===== config.mk =====
export PLATFORM = sky130hd
export DESIGN_NAME = muldiv_ctrl
export DESIGN_NICKNAME = d
export VERILOG_FILES = /design/src/rtl/muldiv_ctrl.sv
export SDC_FILE = /design/constraint.sdc
export NUM_CORES = 1
export LEC_CHECK = 0
export ABC_AREA = 1
export BUFFER_PORTS_ARGS = -buffer_cell sky130_fd_sc_hd__clkbuf_2
export CORE_MARGIN = 2
export CORE_UTILIZATION = 42
export DETAILED_ROUTE_END_ITERATION = 16
export GPL_ROUTABILITY_DRIVEN = 1
export PLACE_DENSITY_LB_ADDON = 0.05
export RECOVER_POWER = 25
export SLEW_MARGIN = 20
export SYNTH_ARGS = -nofsm -noshare
export SYNTH_HDL_FRONTEND = slang
export SYNTH_SLANG_ARGS = --single-unit

===== constraint.sdc =====
create_clock -name clk_i -period 1.6 [get_ports clk_i]
set_input_delay 0.48 -clock clk_i [delete_from_list [all_inputs] [get_ports clk_i]]
set_output_delay 0.48 -clock clk_i [all_outputs]
set_load 0.02 [all_outputs]

===== src/rtl/muldiv_ctrl.sv =====
// HI/LO owner and sequencer for the shared multiply/divide units of the EXE stage.
// One operation in flight; the unit result is committed to {HI,LO} or dropped on flush.
module muldiv_ctrl #(
  parameter int unsigned WATCHDOG  = 64,
  parameter logic [31:0] HILO_INIT = 32'h0
) (
  input  logic        clk_i,
  input  logic        reset_i,
  input  logic        req_valid_i,
  input  logic [2:0]  req_op_i,
  input  logic [31:0] req_src1_i,
  input  logic [31:0] req_src2_i,
  output logic        req_ready_o,
  input  logic        flush_i,
  output logic        mul_start_o,
  output logic        div_start_o,
  output logic        unit_signed_o,
  output logic [31:0] unit_op1_o,
  output logic [31:0] unit_op2_o,
  input  logic        mul_done_i,
  input  logic [63:0] mul_product_i,
  input  logic        div_done_i,
  input  logic [63:0] div_result_i,
  output logic [31:0] hi_o,
  output logic [31:0] lo_o,
  output logic        hilo_busy_o,
  output logic        resp_valid_o,
  output logic        err_timeout_o
);

  localparam int unsigned XLEN = 32;
  localparam int unsigned CW   = 7;
  localparam logic [CW-1:0] WD_CNT  = CW'(WATCHDOG);
  localparam logic [CW-1:0] CNT_MAX = '1;

  localparam logic [2:0] OP_MULT  = 3'b000;
  localparam logic [2:0] OP_MULTU = 3'b001;
  localparam logic [2:0] OP_DIV   = 3'b010;
  localparam logic [2:0] OP_DIVU  = 3'b011;
  localparam logic [2:0] OP_MTHI  = 3'b100;
  localparam logic [2:0] OP_MTLO  = 3'b101;

  typedef enum logic [1:0] {S_IDLE, S_MUL_RUN, S_DIV_RUN, S_DRAIN} state_e;

  state_e          state_q, state_d;
  logic [CW-1:0]   cnt_q, cnt_d;
  logic [XLEN-1:0] hi_q, hi_d, lo_q, lo_d;
  logic [XLEN-1:0] op1_q, op1_d, op2_q, op2_d;
  logic            signed_q, signed_d;
  logic            is_div_q, is_div_d;
  logic            mul_start_q, mul_start_d;
  logic            div_start_q, div_start_d;
  logic            resp_q, resp_d;
  logic            err_q, err_d;

  logic            accept;
  logic            first_run;
  logic            done_sel;
  logic            done_ok;
  logic [63:0]     res_sel;
  logic [CW-1:0]   cnt_inc;

  assign req_ready_o = (state_q == S_IDLE) & ~flush_i & ~reset_i;
  assign accept      = req_valid_i & req_ready_o;
  // The start pulse marks the first RUN cycle; a done seen there is stale.
  assign first_run   = mul_start_q | div_start_q;
  assign done_sel    = is_div_q ? div_done_i : mul_done_i;
  assign res_sel     = is_div_q ? div_result_i : mul_product_i;
  assign done_ok     = done_sel & ~first_run;
  assign cnt_inc     = (cnt_q == CNT_MAX) ? cnt_q : cnt_q + CW'(1);

  // Next-state and output decode
  always_comb begin
    state_d     = state_q;
    cnt_d       = cnt_q;
    hi_d        = hi_q;
    lo_d        = lo_q;
    op1_d       = op1_q;
    op2_d       = op2_q;
    signed_d    = signed_q;
    is_div_d    = is_div_q;
    mul_start_d = 1'b0;
    div_start_d = 1'b0;
    resp_d      = 1'b0;
    err_d       = 1'b0;

    case (state_q)
      S_IDLE: begin
        if (accept) begin
          case (req_op_i)
            OP_MULT, OP_MULTU, OP_DIV, OP_DIVU: begin
              op1_d    = req_src1_i;
              op2_d    = req_src2_i;
              signed_d = ~req_op_i[0];
              is_div_d = req_op_i[1];
              cnt_d    = '0;
              if (req_op_i[1]) begin
                state_d     = S_DIV_RUN;
                div_start_d = 1'b1;
              end else begin
                state_d     = S_MUL_RUN;
                mul_start_d = 1'b1;
              end
            end
            OP_MTHI: begin
              hi_d   = req_src1_i;
              resp_d = 1'b1;
            end
            OP_MTLO: begin
              lo_d   = req_src1_i;
              resp_d = 1'b1;
            end
            default: ;
          endcase
        end
      end
      S_MUL_RUN, S_DIV_RUN: begin
        cnt_d = cnt_inc;
        if (flush_i) begin
          state_d = done_ok ? S_IDLE : S_DRAIN;
        end else if (done_ok) begin
          {hi_d, lo_d} = res_sel;
          resp_d       = 1'b1;
          state_d      = S_IDLE;
        end else if (cnt_q == WD_CNT) begin
          err_d   = 1'b1;
          state_d = S_IDLE;
        end
      end
      S_DRAIN: begin
        // Unit cannot be aborted: wait out its done, or give up at the watchdog.
        cnt_d = cnt_inc;
        if (done_sel || (cnt_q >= WD_CNT)) begin
          state_d = S_IDLE;
        end
      end
      default: state_d = S_IDLE;
    endcase
  end

  // State and output registers
  always_ff @(posedge clk_i) begin
    if (reset_i) begin
      state_q     <= S_IDLE;
      cnt_q       <= '0;
      hi_q        <= HILO_INIT;
      lo_q        <= HILO_INIT;
      op1_q       <= '0;
      op2_q       <= '0;
      signed_q    <= 1'b0;
      is_div_q    <= 1'b0;
      mul_start_q <= 1'b0;
      div_start_q <= 1'b0;
      resp_q      <= 1'b0;
      err_q       <= 1'b0;
    end else begin
      state_q     <= state_d;
      cnt_q       <= cnt_d;
      hi_q        <= hi_d;
      lo_q        <= lo_d;
      op1_q       <= op1_d;
      op2_q       <= op2_d;
      signed_q    <= signed_d;
      is_div_q    <= is_div_d;
      mul_start_q <= mul_start_d;
      div_start_q <= div_start_d;
      resp_q      <= resp_d;
      err_q       <= err_d;
    end
  end

  assign mul_start_o   = mul_start_q;
  assign div_start_o   = div_start_q;
  assign unit_signed_o = signed_q;
  assign unit_op1_o    = op1_q;
  assign unit_op2_o    = op2_q;
  assign hi_o          = hi_q;
  assign lo_o          = lo_q;
  assign hilo_busy_o   = (state_q != S_IDLE);
  assign resp_valid_o  = resp_q;
  assign err_timeout_o = err_q;

endmodule


# ---- Word-level counts from Yosys, hierarchy flattened
# Cells that the tools add are included.
# Widths: inputs -> output; s select.
dict set report classes {
  magnitude_cmp 1
  n_bitwise 13
  mux 33
  add_sub_neg 1
  n_eq_ne 19
  n_reduce_logical 16
}
# cell count
set op_table {}
lappend op_table {{$mux 32} 8}
lappend op_table {{$pmux 32 s2} 2}
lappend op_table {{$mux 64} 1}
lappend op_table {{$mux 7} 3}
lappend op_table {{$mux 2} 8}
lappend op_table {{$eq 7x7->1 const B} 2}
lappend op_table {{$pmux 7 s2} 1}
lappend op_table {{$reduce_or 4->1} 3}
lappend op_table {{$ne 2x2->1 const B} 5}
lappend op_table {{$reduce_and 5->1} 2}
lappend op_table {{$mux 1} 8}
lappend op_table {{$not 1->1} 8}
lappend op_table {{$add 7x1->7 const B} 1}
lappend op_table {{$ge 7x7->1 const B} 1}
lappend op_table {{$eq 3x2->1 const B} 2}
lappend op_table {{$eq 3x3->1 const B} 2}
lappend op_table {{$ne 2x1->1 const B} 3}
lappend op_table {{$pmux 2 s3} 1}
lappend op_table {{$reduce_and 3->1} 2}
lappend op_table {{$and 1x1->1} 4}
lappend op_table {{$eq 2x2->1 const B} 2}
lappend op_table {{$ne 4x4->1 const B} 1}
lappend op_table {{$reduce_and 4->1} 1}
lappend op_table {{$reduce_bool 2->1} 2}
lappend op_table {{9 further kinds} 10}
dict set report word_totals {
  elab_cells 95
  output_inout_bits 135
  reg_bits 143
  input_bits 201
}

# ---- Longest topological paths before layout
dict set report depth {
  ltp_word 6
  mapped_depth 11
  ltp_nobuf 10
}

# ---- Worst setup path after synthesis
# OpenSTA, ideal clock, no wires.
dict set report synth_path {
  path_kind {register to register}
  start {register state_q[0]}
  end {register hi_q[0], in the netlist hi_o[0]}
  period_less_slack_ns 1.896
  path_stages_with_launch 11
  t_arrival_ns 1.783
  setup_slack_ns -0.296
  required_ns 1.487
  path_cell_list {dfxtp_1 inv_1 ha_1 inv_2 nor3_2 nand2_1 nand2_2 nand3_4 buf_2 nor2_1 nor2_1}
}
dict set report synth_via {
  elab_chain_len 6
}
# element line_no
set synth_rtl {}
lappend synth_rtl {{start: declaration} 45} ;# state_e state_q, state_d;
lappend synth_rtl {{start signal: assignment} 157} ;# state_q <= state_d;
lappend synth_rtl {{$logic_not 2->1} 63} ;# assign req_ready_o = (state_q == S_IDLE) & ~flush_i & ~reset_i;
lappend synth_rtl {{$and 1x1->1 (2 in a row)} 63}
lappend synth_rtl {{named net req_ready_o} 13} ;# output logic req_ready_o,
lappend synth_rtl {{$and 1x1->1} 64} ;# assign accept = req_valid_i & req_ready_o;
lappend synth_rtl {{$ne 2x2->1 (no source line)} n/a}
lappend synth_rtl {{$reduce_and 5->1 (no source line)} n/a}
lappend synth_rtl {{end signal: assignment} 159} ;# hi_q <= hi_d;
lappend synth_rtl {{end: declaration} 47} ;# logic [XLEN-1:0] hi_q, hi_d, lo_q, lo_d;
# The timed path passes the listed nets, and every way through them passes these cells.
# A chain may end at the register's enable or synchronous reset.

# ---- Final worst setup path
dict set report layout_path {
  start {register state_q[0]}
  end {output req_ready_o}
}
dict set report layout_via {
  elab_chain_len 3
}
# element line_no
set layout_rtl {}
lappend layout_rtl {{$logic_not 2->1} 63}
lappend layout_rtl {{$and 1x1->1 (2 in a row)} 63}
lappend layout_rtl {{end: declaration} 13}
# Every way passes these cells.

==> results.py <==
metrics = {
    "global_routing": {
        "track_usage": 0.261,
        "antenna_found_initial": 0,
        "overflow": 0,
        "grt_pass1_wl_um": 36300,
        "grt_pass1_vias": 7194,
        "grt_max_degree": 103,
    },
    "finish": {
        "nets": 1612,
        "final_cells": 1634,
        "n_antenna_cell": 0,
        "drive_above_1_share": 0.398,
        "area_delta_synth_final_pct": 58.1,
        "final_area_mm2": 0.0108,
        "final_util": 0.679,
    },
    "drt": {
        "via_per_inst": 4.91,
        "wire_per_inst_um": 15.8,
        "vias": 8021,
        "first_pass_iters": 5,
        "drt_iter0_markers": 487,
        "antenna_left": 0,
        "finalWirelength_um": 25800,
        "remaining_drc_errors": 0,
    },
    "clocking": {
        "hold_buffers": 0,
        "cts_buffers": 17,
        "cts_tree": "built",
        "htreeDepth": 4,
        "clock_latency_ns": 0.43,
        "cts_buffer_depth": 2,
        "root_buffer": "clkbuf_16",
        "clk_pin_slew_ns": 0.06,
        "cts_sinks": 143,
    },
    "place": {
        "dp_hpwl_um": 16500,
        "postPlaceCellArea_mm2": 0.00889,
        "place.gp.congestion": 0.864,
        "port_buffers": 335,
        "dp.cells": 1558,
    },
    "worst_setup_path": {
        "r2r_end": "hi_o[9]$_SDFFE_PP0P_",
        "slowest_stage": "dfxtp_2",
        "cp-end-kind": "primary output",
        "crit_chain": "inv_2, ha_4, inv_6, nor3_4, buf_4, buf_8",
        "r2r_start": "state_q[0]$_SDFFE_PP0P_",
        "cp.required_ns": 1.12,
        "crit_fanout": 4,
        "r2r_cells": 13,
        "crit_type": "reg -> out",
        "critPathTopFamily": "buffers and inverters",
        "max_stage_delay_ns": 0.32,
        "cp.arrival_ns": 1.38,
        "path_buf_inv": 4,
        "start_kind": "register",
        "rrSetupSlack_ns": -0.19,
    },
    "logic_synthesis": {
        "synthFlopType": "dfxtp_1",
        "ys_seq_area_frac": 0.421,
        "synth_seq_cells": 143,
        "syn_area_per_cell_um2": 6.58,
        "yosys_warnings": 0,
        "synth-edff-count": 0,
        "yosysTopAreaCellShare": 0.421,
        "synth_commonest_cells": "215 x nand2_1, 214 x nor2_1, 143 x dfxtp_1",
        "synth_nets": 1240,
        "syn_inst": 1033,
        "async_flop_share": 0,
        "synth_cell_type_count": 25,
        "yosysTopAreaCell": "dfxtp_1",
        "netlist_area_mm2": 0.00680,
        "synth.area.top_cells": "dfxtp_1 42%, nand2_1 12%, nor2_1 12%, o21ai_0 7.5%, inv_1 6.4%",
        "synth_most_common_cell": "nand2_1",
    },
    "die": {
        "placementRows": 46,
        "die_area_mm2": 0.0172,
        "die_x_um": 131,
        "pin_count": 336,
        "die_h_um": 131,
        "start_util": 0.430,
        "core_mm2": 0.0158,
    },
    "timing": {
        "clock.fmax_mhz": 537,
        "fin_crit_sh": 1.16,
        "worst_slack_ns": -0.264,
        "slew_headroom": 0.633,
        "tightest_slew_ns": 0.551,
        "finalHoldViolations": 0,
        "min_period_ns": 1.86,
        "maxSlewViolCount": 0,
        "skew_ns": 0.00797,
        "rsz0062_at_grt": "true",
        "setup_viol": 120,
        "fin_tns_setup_ns": -10.39,
    },
    "min_path": {
        "hp-class": "in -> reg",
        "whs_path_depth": 3,
        "hold_start": "req_src2_i[12]",
        "hold-path-endpoint": "unit_op2_o[12]$_SDFFE_PP0P_",
    },
    "power_and_ir_drop": {
        "powerDensity_mw_per_mm2": 1590,
        "p_leak_nw": 5.55,
        "p_total_mw": 17.1,
        "ir_drop_v": 0.00107,
    },
    "outcome": {
        "status": "complete, but fails checks",
        "violations": "setup timing",
    },
    "job": {
        "maxCapViolations": 0,
    },
}
## area by class of cell
class / count / area (um^2)
Fill cell: 1361 / 5070
Multi-Input combinational cell: 701 / 3600
Timing Repair Buffer: 423 / 2960
Sequential cell: 143 / 2870
Inverter: 119 / 464
Clock buffer: 18 / 439
Tap cell: 216 / 270
Clock inverter: 14 / 159
## power breakdown
part	leakage [nW]	internal (mW)	switching (mW)
Sequential	1.16	4.12	0.309
Combinational	4.10	3.72	4.87
Clock	0.287	2.36	1.66
## layout by cell type, fill, tap and decap left out, types with 3 or more instances in the layout
cell type	count
nor2_2	5
buf_8	8
o21ai_2	15
inv_2	4
inv_1	113
inv_6	4
clkbuf_2	331
nand3_1	11
clkbuf_16	27
nand2_4	15
o22ai_1	64
clkinv_4	6
o21ai_0	82
nand2_1	186
dfxtp_1	140
ha_1	5
buf_6	17
o21ai_1	6
nand2_2	15
buf_4	32
nor2_1	207
a21oi_2	38
buf_16	4
dfxtp_2	3
buf_12	19
a21oi_1	33
## sequential cells by signal, summed over array words and instances (netlist names)
signal         cells
lo_o              32
unit_signed_o      1
unit_op1_o        32
mul_start_o        1
unit_op2_o        32
hi_o              32
resp_valid_o       1
is_div_q           1
div_start_o        1
cnt_q              7
err_timeout_o      1
state_q            2
## layer usage
| layer | GRT usage | part of all wire | vias to the layer above |
|---|---|---|---|
| li1 | - | - | 4044 |
| met2 | 0.458 | 0.49 | 319 |
| met4 | 0.0990 | 0.033 | 0 |
| met3 | 0.0706 | 0.070 | 56 |
| met5 | 0 | 0 | - |
| met1 | 0.305 | 0.40 | 3602 |
## cell families (layout without fill, tap and decap cells)
family,Yosys count,count (layout),synth area share
adders and majority gates,6,6,0.0110
AOI/OAI and AO/OA,244,244,0.193
and+or+nand+nor,451,451,0.259
DFF,143,143,0.421
buffers and inverters,189,574,0.116
## worst reg2reg max path, stage by stage, from the launching register on
cell     delay, ns
dfxtp_2       0.32
inv_2         0.07
ha_4          0.15
inv_6         0.04
nor3_4        0.12
buf_4         0.15
nand2_4       0.06
nand2_4       0.09
nand3_4       0.15
buf_12        0.19
buf_16        0.14
nand2_1       0.05
nand2_1       0.06
nor2_1        0.11
## per-stage QoR
step                hold WS [ns]  setup WS, ns
floorplan                  0.462        -0.107
global placement           0.451       -0.0430
detailed placement         0.457        -0.109
CTS                        0.265        -0.300
global route               0.275        -0.332
finish                     0.278        -0.264
## how the worst max path moves through the flow
stage	from	endpoint	depth (start not counted)
after global routing	state_q[0]$_SDFFE_PP0P_	req_ready_o	6
after detailed placement	reset_i	hi_o[14]$_SDFFE_PP0P_	9
after floorplan	state_q[1]$_SDFFE_PP0P_	lo_o[0]$_SDFFE_PP0P_	10
after CTS	state_q[0]$_SDFFE_PP0P_	req_ready_o	6
final	state_q[0]$_SDFFE_PP0P_	req_ready_o	6
after global placement	flush_i	unit_op1_o[29]$_SDFFE_PP0P_	7
## what timing repair did
action	4_1_cts	5_1_grt
setup buffers	10	18
gates cloned	3	15
hold endpoints to repair	0	0
pin swaps	7	25
gates resized for setup	23	168
endpoints found under the setup margin	107	138
Power figures use the tool's default switching activity.
